<file path="config.mk">
export PLATFORM = sky130hd
export DESIGN_NAME = fifo_uart_tx
export DESIGN_NICKNAME = d
export VERILOG_FILES = /design/src/rtl/fifo_uart_tx.sv
export SDC_FILE = /design/constraint.sdc
export NUM_CORES = 1
export LEC_CHECK = 0
export ABC_AREA = 1
export BUFFER_PORTS_ARGS = -buffer_cell sky130_fd_sc_hd__buf_2
export CAP_MARGIN = 20
export CORE_UTILIZATION = 48
export DETAILED_ROUTE_END_ITERATION = 12
export MAX_ROUTING_LAYER = met4
export PLACE_DENSITY = 0.68
export SLEW_MARGIN = 10
export SYNTH_ARGS = -nofsm -noshare
export SYNTH_HDL_FRONTEND = slang
export SYNTH_SLANG_ARGS = --single-unit
</file>
<file path="constraint.sdc">
create_clock -name clk -period 1.8 [get_ports clk]
set_clock_uncertainty 0.15 [all_clocks]
set_input_delay 0.09 -clock clk [delete_from_list [all_inputs] [get_ports clk]]
set_output_delay 0.09 -clock clk [all_outputs]
set_load 0.02 [all_outputs]
</file>
<file path="src/rtl/fifo_uart_tx.sv">
// FIFO drain stage: pops one word per frame and shifts it out as start, data LSB-first, stop.
// Define PARITY_UART_EN to insert an even-parity bit between the data bits and the stop bits.
module fifo_uart_tx #(
  parameter int WIDTH     = 8,
  parameter int CLK_DIV   = 16,
  parameter int STOP_BITS = 1
) (
  input  logic             clk,
  input  logic             reset_n,
  input  logic             tx_en,
  input  logic             fifo_empty,
  input  logic [WIDTH-1:0] fifo_rdata,
  output logic             fifo_ren,
  output logic             tx,
  output logic             busy,
  output logic             frame_done
);

  localparam int CNT_W = $clog2(CLK_DIV);
  localparam int IDX_W = $clog2(WIDTH + 1);
  localparam logic [CNT_W-1:0] CNT_LOAD  = CNT_W'(CLK_DIV - 1);
  localparam logic [IDX_W-1:0] LAST_DATA = IDX_W'(WIDTH - 1);
  localparam logic [IDX_W-1:0] LAST_STOP = IDX_W'(STOP_BITS - 1);

  typedef enum logic [2:0] {
    S_IDLE   = 3'd0,
    S_FETCH  = 3'd1,
    S_START  = 3'd2,
    S_DATA   = 3'd3,
`ifdef PARITY_UART_EN
    S_PARITY = 3'd4,
`endif
    S_STOP   = 3'd5
  } state_t;

  state_t           state_q, state_d;
  logic [CNT_W-1:0] cnt_q, cnt_d;
  logic [IDX_W-1:0] idx_q, idx_d;
  logic [WIDTH-1:0] shift_q, shift_d;
  logic             tx_q, tx_d;
`ifdef PARITY_UART_EN
  logic             parity_q, parity_d;
`endif

  always_comb begin
    state_d    = state_q;
    cnt_d      = cnt_q - CNT_W'(1);
    idx_d      = idx_q;
    shift_d    = shift_q;
    tx_d       = tx_q;
`ifdef PARITY_UART_EN
    parity_d   = parity_q;
`endif
    fifo_ren   = 1'b0;
    frame_done = 1'b0;

    case (state_q)
      S_IDLE: begin
        cnt_d    = cnt_q;
        tx_d     = 1'b1;
        fifo_ren = tx_en & ~fifo_empty & reset_n;
        if (fifo_ren) state_d = S_FETCH;
      end
      S_FETCH: begin
        shift_d = fifo_rdata;
`ifdef PARITY_UART_EN
        parity_d = 1'b0;
`endif
        tx_d    = 1'b0;
        cnt_d   = CNT_LOAD;
        idx_d   = '0;
        state_d = S_START;
      end
      S_START: begin
        if (cnt_q == '0) begin
          state_d = S_DATA;
          cnt_d   = CNT_LOAD;
          idx_d   = '0;
          tx_d    = shift_q[0];
          shift_d = shift_q >> 1;
`ifdef PARITY_UART_EN
          parity_d = parity_q ^ shift_q[0];
`endif
        end
      end
      S_DATA: begin
        if (cnt_q == '0) begin
          cnt_d = CNT_LOAD;
          if (idx_q == LAST_DATA) begin
            idx_d = '0;
`ifdef PARITY_UART_EN
            // parity_q already folds in the last data bit, so it is the even-parity bit
            state_d = S_PARITY;
            tx_d    = parity_q;
`else
            state_d = S_STOP;
            tx_d    = 1'b1;
`endif
          end else begin
            idx_d   = idx_q + IDX_W'(1);
            tx_d    = shift_q[0];
            shift_d = shift_q >> 1;
`ifdef PARITY_UART_EN
            parity_d = parity_q ^ shift_q[0];
`endif
          end
        end
      end
`ifdef PARITY_UART_EN
      S_PARITY: begin
        if (cnt_q == '0) begin
          state_d = S_STOP;
          cnt_d   = CNT_LOAD;
          idx_d   = '0;
          tx_d    = 1'b1;
        end
      end
`endif
      S_STOP: begin
        // idx_q counts stop bits here
        if (cnt_q == '0) begin
          if (idx_q == LAST_STOP) begin
            frame_done = 1'b1;
            state_d    = S_IDLE;
            cnt_d      = '0;
            idx_d      = '0;
          end else begin
            idx_d = idx_q + IDX_W'(1);
            cnt_d = CNT_LOAD;
          end
        end
      end
      default: begin
        state_d = S_IDLE;
        cnt_d   = '0;
        tx_d    = 1'b1;
      end
    endcase
  end

  always_ff @(posedge clk or negedge reset_n) begin
    if (!reset_n) begin
      state_q  <= S_IDLE;
      cnt_q    <= '0;
      idx_q    <= '0;
      shift_q  <= '0;
      tx_q     <= 1'b1;
`ifdef PARITY_UART_EN
      parity_q <= 1'b0;
`endif
    end else begin
      state_q  <= state_d;
      cnt_q    <= cnt_d;
      idx_q    <= idx_d;
      shift_q  <= shift_d;
      tx_q     <= tx_d;
`ifdef PARITY_UART_EN
      parity_q <= parity_d;
`endif
    end
  end

  assign tx   = tx_q;
  assign busy = (state_q != S_IDLE);

endmodule

</file>
# [After elaboration in Yosys (flattened, before gate mapping)]
# Cells that the tools add are included.
[op_classes] addsub=2 n_eq_ne=12 muxes=29 bitwise=4 n_reduce_logical=11
[ops] op="two-way mux 4 bit" count=8
[ops] op="one-hot mux 4 bit (4 select lines)" count=2
[ops] op="two-way mux 8 bit" count=3
[ops] op="one-hot mux 8 bit (3 select lines)" count=1
[ops] op="two-way mux 3 bit" count=6
[ops] op="one-hot mux 3 bit (5 select lines)" count=1
[ops] op="inequality test 2 bit (second input constant)" count=7
[ops] op="zero test 4 bit" count=2
[ops] op="AND reduction 4 bit" count=2
[ops] op="two-way mux 1 bit" count=7
[ops] op="== test 3 x 2 -> 1 bit (second input constant)" count=2
[ops] op="AND reduction 6 bit" count=1
[ops] op="nonzero test 3 bit" count=2
[ops] op="adder 4 x 1 -> 4 bit (second input constant)" count=1
[ops] op="== test 4 x 3 -> 1 bit (second input constant)" count=1
[ops] op="one-hot mux 1 bit (4 select lines)" count=1
[ops] op="nonzero test 4 bit" count=1
[ops] op="subtractor 4 x 1 -> 4 bit (second input constant)" count=1
[ops] op="== test 3 x 1 -> 1 bit (second input constant)" count=1
[ops] op="== test 3 bit (second input constant)" count=1
[ops] op="zero test 3 bit" count=1
[ops] op="AND reduction 3 bit" count=1
[ops] op="AND 1 bit" count=2
[ops] op="NOT 1 bit" count=2
[ops] op="OR reduction 2 bit" count=1
[totals] register_bits=20 in_bits=12 out_inout_bits=4

# [Longest topological paths before layout]
[logic_depth] ltp_word=5 mapped_depth=9 ltp_nobuf=8

# [Worst setup path after synthesis]
# No wires, ideal clock.
[synth_timing] path_kind="register to output" startpoint="register cnt_q[0]" endpoint="output port frame_done" arrival_time_ps=1326 path_slack_ps=234 stages_incl_launch_ff=5 n_path_buf=0 cell_sequence="dfrtp_1 -> inv_1 -> ha_1 -> nand3_2 -> nor3_1"
[synth_via] elab_chain_cells=3
[synth_rtl] element="start, declared" line_no="37" source="logic [CNT_W-1:0] cnt_q, cnt_d;"
[synth_rtl] element="start signal, assigned" line_no="153" source="cnt_q <= cnt_d;"
[synth_rtl] element="zero test 4 bit" line_no="121" source="if (cnt_q == '0) begin"
[synth_rtl] element="two-way mux 1 bit" line_no="121"
[synth_rtl] element="two-way mux 1 bit" line_no="57" source="case (state_q)"
[synth_rtl] element="end, declared" line_no="16" source="output logic frame_done"
# No other way between the ends.

# [Worst setup path after layout]
[layout_timing] startpoint="register state_q[1]" endpoint="output port frame_done"
[layout_via] elab_chain_cells=2
[layout_rtl] element="start, declared" line_no="36" source="state_t state_q, state_d;"
[layout_rtl] element="start signal, assigned" line_no="152" source="state_q <= state_d;"
[layout_rtl] element="== test 3 bit" line_no="57"
[layout_rtl] element="two-way mux 1 bit" line_no="57"
# No other way between the ends.

==> out/results.ini <==
[yosys]
ys_ff_latch=20
synthAdderAreaFrac_pct=2.85
synth_simple_gate_area_share_pct=36.2
synth_xor_area_share_pct=1.33
synth_edf_count=0
yosys_warnings=0
yosysUniqueCellTypes=29
synthArstFlopShare_pct=100
synth-compound-area-share_pct=11.7
synth_mux_area_share_pct=0
synthCells=170
seq_area_frac_synth_pct=38.1
ys.flop_type=dfrtp_1
synth_top_family_by_area=simple AND/OR/NAND/NOR gates
synth_fp_nets=185
synth_area_um2=1320
avgSynthCellArea_um2=7.75

[timing]
slew_violations=0
hold_viol=0
finalCritPeriodShare_pct=94.2
tightest_slew_ps=258
period_needed_ps=1700
fin_setup_tns_ps=0
fmax_mhz=590
rsz0062_at_grt=false
slew_headroom_pct=82.8
setup_violations=0

[critical_path]
worst-r2r-setup-slack_ps=160
cp_num_buf_inv=3
cpLargestDelayFamily=flip-flops
worst_path_largest_cell_delay_ps=470
worstPathMaxFanout=5
end_kind=output pin
criticalPathCategory=flip-flop to output pin
path_cells=inv_4 -> nand2_2 -> nor2_4 -> inv_1 -> nor3_4 -> buf_6
critPathLaunchType=flip-flop
crit_slowest_cell=dfrtp_2
required_ps=1560
cp.arrival_ps=1460

[clock_network]
clk_latency_ps=300
cts_buffers=3
cts_sinks=20
root_buffer=clkbuf_4
cts_tree=built
clockBufferDepth=2
htree_levels=1
cts.reportedPaths.clkPinSlew_ps=110

[grt]
grt_usage_pct=22.6
grt-ovfl-total=0
grt_pass1_wl_um=4600
grt_max_degree=21
antenna_found_initial=0
first_global_vias=1089

[placed_design]
place_area_um2=1410
port_buffers=15
dpl.hpwl_um=1890
gp_congestion=0.786
dpl.cell_count=214

[detailed_routing]
via_per_inst=4.87
wl_per_cell_um=11.5
wl_um=2630
drcViolationCount=0
ant_nets=0
first_pass_iters=4
drt_iter0_markers=12
vias=1116

[job]
maxCapViolCount=0

[floorplan]
die_w_um=54.4
start_util_pct=51.8
core-area_um2=2540
fp.dieH_um=54.4
dieArea_um2=2960
rows=18
ios=16

[final_layout]
nets=215
final_area_um2=1590
synthToLayoutAreaGrowth_pct=20.7
diodes=0
fin_cells=229
fill_cells=223
layout-drive-gt1-share_pct=29.6

[power]
irDropWorstVdd_v=0.000960
total_power_mw=2.72
leakage_nw=0.831
power_density_nw_per_um2=1710

[min_path]
min_path_type=input port to asynchronous set/reset pin

[run_status]
outcome=finished, final reports clean

report_power, final:
part / leakage (nW) / internal [mW] / switching [mW] / total (mW)
clock network: 0.0150 / 0.0865 / 0.140 / 0.227
registers: 0.248 / 0.661 / 0.148 / 0.808
logic: 0.568 / 0.613 / 1.07 / 1.68
total: 0.831 / 1.36 / 1.36 / 2.72
layer usage:
layer	global-route usage, %	share of wire, %	wire (um)
met1	28.4	48	1250
met2	36.2	49	1280
met3	3.33	2.1	55
met4	8.97	1.6	42
met5	-	0	0
state kept, by name (all words and copies together), names as in the netlist:
name	flops
idx_q	4
shift_q	8
cnt_q	4
tx	1
state_q	3
cell families after synthesis:
logic type	after synthesis
compound gates	24
xor+xnor	2
fa+ha+maj	3
buf+inv	27
flops	20
simple gates	94
worst paths after layout:
path,end,startpoint,cells past startpoint
max reg2reg,state_q[1],state_q[1],8
min,cnt_q[2],reset_n,3
min reg2reg,tx,tx,2
max in group asynchronous,tx,reset_n,3
max,frame_done,state_q[1],6
min in group clk,state_q[0],tx_en,6
cells in the mapped netlist, types with 2 or more instances:
cell type / instances / area (um2)
inv_2: 3 / 11.3
nand3_2: 2 / 20.0
nor2_1: 4 / 15.0
nand3_1: 12 / 60.1
nor2_4: 2 / 22.5
o21bai_1: 2 / 15.0
ha_1: 3 / 37.5
o21ai_2: 7 / 61.3
dfrtp_1: 19 / 475
nand4_1: 2 / 12.5
o21ai_0: 8 / 40.0
nand2_1: 58 / 218
o21ai_1: 4 / 20.0
inv_1: 19 / 71.3
a21oi_1: 2 / 10.0
nand2_2: 5 / 31.3
buf_2: 2 / 10.0
xor2_1: 2 / 17.5
nand3_4: 2 / 35.0
nand2_4: 3 / 33.8
worst reg2reg max path: cells and delay by family (launching register included):
family                 cells  cell delay (ps)
and+or+nand+nor            6              700
DFF                        1              470
buffers and inverters      2              260
metrics by stage:
step | hold WS (ps) | utilization [%] | setup slack, ps
global placement | -64.6 | 55.5 | 207
detailed placement | -61.5 | 55.5 | 151
finish | 123 | 62.5 | 104
global route | 153 | 62.5 | 24.2
CTS | 124 | 61.3 | 1.46
floorplan | -356 | - | 234
repair_timing:
action / 4_1_cts / 5_1_grt
endpoints found under the hold margin: 28 / 0
resized for setup: 6 / 8
hold buffers: 9 / 0
gates cloned: 0 / 0
buffers inserted: 1 / 1
endpoints found under the setup margin: 1 / 1
pin swaps: 1 / 2
placed cells by master (no fill, tap or decap), types with 2 or more instances in the layout:
cell type	count
dfrtp_1	17
inv_1	17
inv_2	4
a21oi_1	2
ha_1	2
dlygate4sd3_1	9
buf_2	14
nand3_4	3
o21ai_2	7
inv_4	2
nor2_1	4
o21bai_1	2
dfrtp_2	2
nand2_4	3
buf_4	5
clkbuf_4	3
nand2_1	56
o21ai_1	4
nand4_1	2
o21ai_0	8
nor2_4	2
nand2_2	7
xor2_1	2
nand3_1	12
area by class of cell:
cell class / count / area (um2) / area share (%)
inverter: 23 / 91.3 / 5.74
multi-input combinational: 123 / 722 / 45.4
timing repair buffer: 29 / 209 / 13.1
tap: 30 / 37.5 / 2.36
sequential: 20 / 504 / 31.7
clock buffer: 4 / 26.3 / 1.65
Power figures use the tool's default switching activity.
